`src/rtl/xsz_dn_seq.sv`:
```
// Sequencing downsizer: splits one wide beat into a burst of narrow lane beats, starting at the
// address-selected lane. Define XSZ_DN_SEQ_SKIP_EN to skip lanes whose strobe slice is all zero.
module xsz_dn_seq #(
  parameter int unsigned A  = 19,
  parameter int unsigned H  = 8,
  parameter int unsigned DI = 128,
  parameter int unsigned DO = 32
) (
  input  logic            clk,
  input  logic            rst_n,
  input  logic            s_vld,
  output logic            s_rdy,
  input  logic [H-1:0]    s_hdr,
  input  logic [A-1:0]    s_adr,
  input  logic [DI/8-1:0] s_stb,
  input  logic [DI-1:0]   s_dat,
  output logic            m_vld,
  input  logic            m_rdy,
  output logic [H-1:0]    m_hdr,
  output logic [A-1:0]    m_adr,
  output logic [DO/8-1:0] m_stb,
  output logic [DO-1:0]   m_dat,
  output logic            m_last
);

  localparam int unsigned R  = DI / DO;
  localparam int unsigned LO = $clog2(DO / 8);
  localparam int unsigned LI = $clog2(DI / 8);
  localparam int unsigned LW = $clog2(R);
  localparam int unsigned SB = DO / 8;

  typedef enum logic {StIdle, StSplit} state_e;

  state_e            state_q, state_d;
  logic [LW-1:0]     lane_q;
  logic [H-1:0]      hdr_q;
  logic [A-1:0]      adr_q;
  logic [DI/8-1:0]   stb_q;
  logic [DI-1:0]     dat_q;
  logic [H-1:0]      m_hdr_q;
  logic [A-1:0]      m_adr_q;
  logic [DO/8-1:0]   m_stb_q;
  logic [DO-1:0]     m_dat_q;
  logic              m_last_q;

  logic              accept, take, cap_en, out_en;
  logic [H-1:0]      src_hdr;
  logic [A-1:0]      src_adr;
  logic [DI/8-1:0]   src_stb;
  logic [DI-1:0]     src_dat;
  logic [LW-1:0]     start, base, sel;
  logic              sel_last;
  logic [A-1:0]      sel_adr;

  assign m_vld  = (state_q == StSplit);
  assign m_hdr  = m_hdr_q;
  assign m_adr  = m_adr_q;
  assign m_stb  = m_stb_q;
  assign m_dat  = m_dat_q;
  assign m_last = m_last_q;

  assign s_rdy  = (state_q == StIdle) || (m_vld && m_rdy && m_last_q);
  assign accept = s_vld && s_rdy;
  assign take   = m_vld && m_rdy;

  // Next lane to present: drawn from the incoming beat on accept, else from the capture register.
  always_comb begin
    src_hdr = accept ? s_hdr : hdr_q;
    src_adr = accept ? s_adr : adr_q;
    src_stb = accept ? s_stb : stb_q;
    src_dat = accept ? s_dat : dat_q;
    start   = s_adr[LI-1:LO];
    base    = accept ? start : lane_q + LW'(1);
`ifdef XSZ_DN_SEQ_SKIP_EN
    sel = base;
    for (int i = R - 1; i >= 0; i--) begin
      if (i >= int'(base) && (|src_stb[i*SB +: SB])) sel = LW'(i);
    end
    sel_last = 1'b1;
    for (int i = 0; i < R; i++) begin
      if (i > int'(sel) && (|src_stb[i*SB +: SB])) sel_last = 1'b0;
    end
`else
    sel      = base;
    sel_last = (sel == LW'(R - 1));
`endif
    // Only a burst's first beat on its start lane keeps the unaligned byte address.
    sel_adr = (accept && sel == start) ? src_adr : {src_adr[A-1:LI], sel, {LO{1'b0}}};
  end

  always_comb begin
    state_d = state_q;
    cap_en  = 1'b0;
    out_en  = 1'b0;
    if (accept) begin
      state_d = StSplit;
      cap_en  = 1'b1;
      out_en  = 1'b1;
    end else if (take && m_last_q) begin
      state_d = StIdle;
    end else if (take) begin
      out_en = 1'b1;
    end
  end

  always_ff @(posedge clk or negedge rst_n) begin
    if (!rst_n) begin
      state_q  <= StIdle;
      lane_q   <= '0;
      hdr_q    <= '0;
      adr_q    <= '0;
      stb_q    <= '0;
      dat_q    <= '0;
      m_hdr_q  <= '0;
      m_adr_q  <= '0;
      m_stb_q  <= '0;
      m_dat_q  <= '0;
      m_last_q <= 1'b0;
    end else begin
      state_q <= state_d;
      if (cap_en) begin
        hdr_q <= s_hdr;
        adr_q <= s_adr;
        stb_q <= s_stb;
        dat_q <= s_dat;
      end
      if (out_en) begin
        lane_q   <= sel;
        m_hdr_q  <= src_hdr;
        m_adr_q  <= sel_adr;
        m_stb_q  <= src_stb[sel*SB +: SB];
        m_dat_q  <= src_dat[sel*DO +: DO];
        m_last_q <= sel_last;
      end
    end
  end

endmodule

```
`config.mk`:
```
export PLATFORM = sky130hd
export DESIGN_NAME = xsz_dn_seq
export DESIGN_NICKNAME = d
export VERILOG_FILES = /design/src/rtl/xsz_dn_seq.sv
export SDC_FILE = /design/constraint.sdc
export NUM_CORES = 1
export LEC_CHECK = 0
export BUFFER_PORTS_ARGS = -buffer_cell sky130_fd_sc_hd__buf_2
export CAP_MARGIN = 20
export CORE_ASPECT_RATIO = 0.8
export CORE_MARGIN = 2
export CORE_UTILIZATION = 50
export DETAILED_ROUTE_END_ITERATION = 10
export PLACE_DENSITY_LB_ADDON = 0.08
export SYNTH_ARGS = -nofsm -noshare
export SYNTH_HDL_FRONTEND = slang
export SYNTH_SLANG_ARGS = --single-unit
```
`constraint.sdc`:
```
create_clock -name clk -period 1.8 [get_ports clk]
set_input_delay 0.09 -clock clk [delete_from_list [all_inputs] [get_ports clk]]
set_output_delay 0.09 -clock clk [all_outputs]
set_load 0.01 [all_outputs]
```
After elaboration in Yosys (flattened, before gate mapping)
Index checks and enable logic that the tools add are counted.
W data, S select, Z words.
- reduce and logical (&&, ||, !) cells: 6
- bitwise operators: 1
- add/sub/neg operators: 1
- mux-type cells: 12
- equality and inequality tests: 2
- shift-type cells: 2
- operators by type and width (kind ; count):
    $mux W128 ; 1
    $shiftx A128 B8 Y32 ; 1
    $mux W19 ; 1
    $mux W16 ; 1
    $shiftx A16 B5 Y4 ; 1
    $mux W8 ; 1
    $mux W1 ; 6
    $logic_and A1 B1 Y1 ; 4
    $mux W4 ; 1
    $add A2 B1 Y2 const B ; 1
    $eq A2 B2 Y1 ; 1
    $eq A2 B2 Y1 const B ; 1
    $mux W2 ; 1
    $reduce_bool A2 Y1 ; 1
    $logic_or A1 B1 Y1 ; 1
    $not A1 Y1 ; 1
- flip-flop bits (word level): 238
- output and inout port bits: 66
- input bits: 175

Logic depth before layout (Yosys ltp)
- word-level depth: 8
- depth in mapped cells: 8

Worst setup path after synthesis
OpenSTA, ideal clock, no wires.
- path type: reg2reg
- from: register m_last_q (netlist: m_last)
- to: register m_hdr_q[3] (netlist: m_hdr[3])
- library setup time: 0.125 ns
- clock period less this slack: 1.712 ns
- arrival: 1.587 ns
- required time: 1.675 ns
- path slack: 0.088 ns
- stages on the path, launching flop included: 7
- cells stage by stage: dfrtp_1 -> a21bo_2 -> nand2_1 -> buf_6 -> buf_6 -> mux2_4 -> mux2_2
- word-level cells in the longest chain between the ends: 4
- elaborated cells on any way between the ends: 6
- classes of those cells: mux (3); reduce/logical (3)
- RTL lines (element ; RTL line ; text):
    start, declared ; 44 ; logic m_last_q;
    start signal, assigned ; 133 ; m_last_q <= sel_last;
    $logic_and A1 B1 Y1 * ; 62, 99 ;
    $logic_or A1 B1 Y1 ; 62 ; assign s_rdy = (state_q == StIdle) || (m_vld && m_rdy && m_last_q);
    $logic_and A1 B1 Y1 ; 63 ; assign accept = s_vld && s_rdy;
    $mux W8 or $mux W1 (tied branches) ; 68, 95 ;
    end signal, assigned ; 129 ; m_hdr_q <= src_hdr;
    end, declared ; 40 ; logic [H-1:0] m_hdr_q;
Every way passes the cells marked *; elsewhere a longest branch is shown, timed or not.
A chain may end at the register's enable or synchronous reset.

Final worst setup path
- from: register m_last_q (netlist: m_last)
- to: register m_dat_q[10] (netlist: m_dat[10])
- word-level cells in the longest chain between the ends: 5
- elaborated cells on any way between the ends: 8
- classes of those cells: shift (1); mux (4); reduce/logical (3)
- RTL lines (element ; RTL line ; text):
    $logic_and A1 B1 Y1 * ; 62, 99 ;
    $logic_or A1 B1 Y1 ; 62 ;
    $logic_and A1 B1 Y1 ; 63 ;
    $mux W128 or $mux W2 (tied branches) ; 71, 73 ;
    $shiftx A128 B8 Y32 ; 132 ; m_dat_q <= src_dat[sel*DO +: DO];
    end signal, assigned ; 132 ;
    end, declared ; 43 ; logic [DO-1:0] m_dat_q;
Marked as above.

==> impl_metrics.yaml <==
global_routing:
  grt-ovfl-total: 0
  grt_max_degree: 61
  grt_antenna_before_repair: 0
  grt_use_total: 0.2791
  grt_pass1_wl_um: 54120
  grt_pass1_vias: 10280
timing:
  setup_viol: 0
  hold_violations: 0
  timing.fmax_mhz: 575.0
  tightest_slew_ps: 501.0
  slew-limit-headroom: 0.6660
  tns_ps: 0
  grt_setup_unrepaired: "false"
  period_needed_ps: 1739
  fin_skew_ps: 23.67
  drv_slew: 0
  fin_crit_sh: 0.9661
worst_setup_path:
  r2r-start: "m_last$_DFFE_PN0P_"
  critPathRequiredTime_ps: 2170
  crit_buf_inv: 1
  cp_data_arrival_time_ps: 2110
  cp-end-kind: "flip-flop"
  worstSetupStartpointType: "flip-flop"
  slowest_delay_ps: 410
  r2r_cells: 5
  cp_slowest_cell: "dfrtp_1"
  critPathLaunch: "m_last$_DFFE_PN0P_"
  critPathKind: "reg2reg"
  path_delay_family: "compound AO/OA/AOI/OAI gates"
  reg2reg_to: "m_dat[10]$_DFFE_PN0P_"
  regToRegSetupSlack_ps: 60
  cp_max_fo: 26
  path_cells: "a21bo_4 > and2_4 > buf_12 > o21ai_0 > o221ai_1"
min_path:
  hp-class: "in2async"
finish:
  final_cells: 1928
  antenna-diode-count: 0
  nFillCells: 1763
  area_delta_synth_final_pct: 39.69
  drive_above_1_share: 0.2472
  nets: 1780
  stdcell_area_um2: 15900
die:
  die_h_um: 139.0
  placementRows: 49
  core-area_um2: 22440
  die_x_um: 172.7
  initial_utilization: 0.5073
  ioPinCount: 241
  die_area_um2: 24000
placement:
  port_buffers: 240
  placed_cell_area_um2: 13170
  gp_congestion: 0.8909
  dp_hpwl_um: 21550
  placed_cells: 1707
pwr:
  leakage_uw: 0.008200
  p_per_area_nw_per_um2: 1537
  ir_drop_v: 0.0007527
logic_synthesis:
  ys_seq_elements: 234
  syn_area_per_cell_um2: 9.494
  postSynthCellCount: 1199
  yosysWarnings: 0
  seq_area_frac_synth: 0.5144
  syn_area_um2: 11380
  synth_cell_types: 26
  syn_nets: 1374
cts:
  clock-sinks: 234
  cts_tree: "done"
  root_buffer: "clkbuf_16"
  clk_latency_ps: 530
  clockBufferDepth: 3
  numCtsBuffers: 25
  htree_levels: 1
  cts.clk_slew.worst_paths_ps: 60
route:
  vias: 10210
  routed_via_density: 5.294
  post_drt_wl_per_cell_um: 17.62
  drt_iter0_drc: 738
  drtAntennaViolNets: 0
  drc: 0
  wl_um: 33980
  drt_first_pass_iters: 5
job:
  cap_violations: 0
status:
  status: "completed"
## through the flow
| step | total power [uW] | setup WS [ps] | hold WS, ps | utilization |
|---|---|---|---|---|
| floorplan | 14990 | 88.05 | -205.6 | - |
| global route | 26060 | 0.3344 | 143.6 | 0.7087 |
| CTS | 24330 | 9.456 | 114.9 | 0.7019 |
| finish | 24440 | 60.99 | 108.5 | 0.7087 |
| detailed placement | 18570 | 49.22 | 60.61 | 0.5870 |
| global placement | 18290 | 60.97 | 58.51 | 0.5870 |
## sequential cells by signal (all words and copies together), names as in the netlist
| signal | count |
|---|---|
| m_stb | 4 |
| dat_q | 128 |
| m_vld | 1 |
| m_adr | 19 |
| m_dat | 32 |
| adr_q | 15 |
| m_last | 1 |
| m_hdr | 8 |
| lane_q | 2 |
| hdr_q | 8 |
| stb_q | 16 |
## logic make-up (layout without fill, tap and decap cells)
group | Yosys count | in the layout | synth area share
AND/OR/NAND/NOR | 563 | 563 | 0.1918
flip-flops | 234 | 234 | 0.5144
AO/OA/AOI/OAI | 154 | 154 | 0.1052
multiplexers | 154 | 154 | 0.1418
buffers and inverters | 94 | 517 | 0.04682
## cell usage in the layout (no fill, tap or decap), drive strengths merged
master,n
o2bb2ai,1
nor2,38
clkinvlp,2
nand2b,2
nor2b,3
a22o,72
clkbuf,37
and2,3
bufinv,3
nor3,1
clkinv,5
o21bai,1
a21bo,1
mux2i,108
o21ai,40
inv,1
nand2,479
mux2,46
a21boi,1
dfrtp,234
dlygate4sd3,171
nand3,37
o221ai,36
buf,298
o311ai,2
## how the worst max path moves through the flow
stage	end	cells after the start
after floorplan	m_hdr[3]$_DFFE_PN0P_	6
after global placement	m_dat[3]$_DFFE_PN0P_	6
after detailed placement	m_adr[15]$_DFFE_PN0P_	5
after CTS	m_dat[3]$_DFFE_PN0P_	6
after global routing	m_adr[13]$_DFFE_PN0P_	5
final	m_dat[10]$_DFFE_PN0P_	5
## metal layers
metal | track usage | up-vias | share of wire
li1 | - | 4868 | -
met1 | 0.3680 | 4949 | 0.43
met2 | 0.4703 | 329 | 0.49
met3 | 0.05016 | 60 | 0.057
met4 | 0.09144 | 0 | 0.029
met5 | 0 | - | 0
## synth_stat cells
master | instances | area [um2]
o2bb2ai_1 | 1 | 8.760
a21bo_2 | 1 | 10.01
nor2_1 | 37 | 138.9
mux2i_1 | 108 | 1081
a21boi_0 | 1 | 7.510
o221ai_1 | 36 | 315.3
o21ai_1 | 4 | 20.02
o311ai_0 | 2 | 17.52
a22o_1 | 72 | 630.6
nor2_2 | 1 | 6.260
buf_4 | 9 | 67.56
o21bai_1 | 1 | 7.510
nand2b_1 | 2 | 12.51
clkbuf_1 | 46 | 172.7
nor3_1 | 1 | 5.000
nand3_1 | 37 | 185.2
and2_1 | 3 | 18.77
buf_2 | 21 | 105.1
mux2_2 | 42 | 473.0
mux2_4 | 4 | 60.06
buf_6 | 16 | 180.2
nand2_1 | 479 | 1798
o21ai_0 | 36 | 180.2
nor2b_1 | 3 | 18.77
dfrtp_1 | 234 | 5856
buf_1 | 2 | 7.510
## report_power, final
part	switching (uW)	internal, uW
Clock	2160	3250
Sequential	1450	7930
Combinational	5100	4560
Total	8700	15700
## cell type report
type | count | area (um2) | area share
clock inverter | 11 | 138.9 | 0.008734
clock buffer | 33 | 725.7 | 0.04564
sequential | 234 | 5857 | 0.3683
multi-input combinational | 871 | 5059 | 0.3181
timing repair buffer | 473 | 3739 | 0.2351
tap | 306 | 382.9 | 0.02408
## what timing repair did
action	in CTS	in global routing
buffers inserted	0	2
hold buffers	171	0
resized for setup	0	8
hold endpoints to repair	427	0
endpoints found under the setup margin	0	38
(Power assumes the default switching activity.)
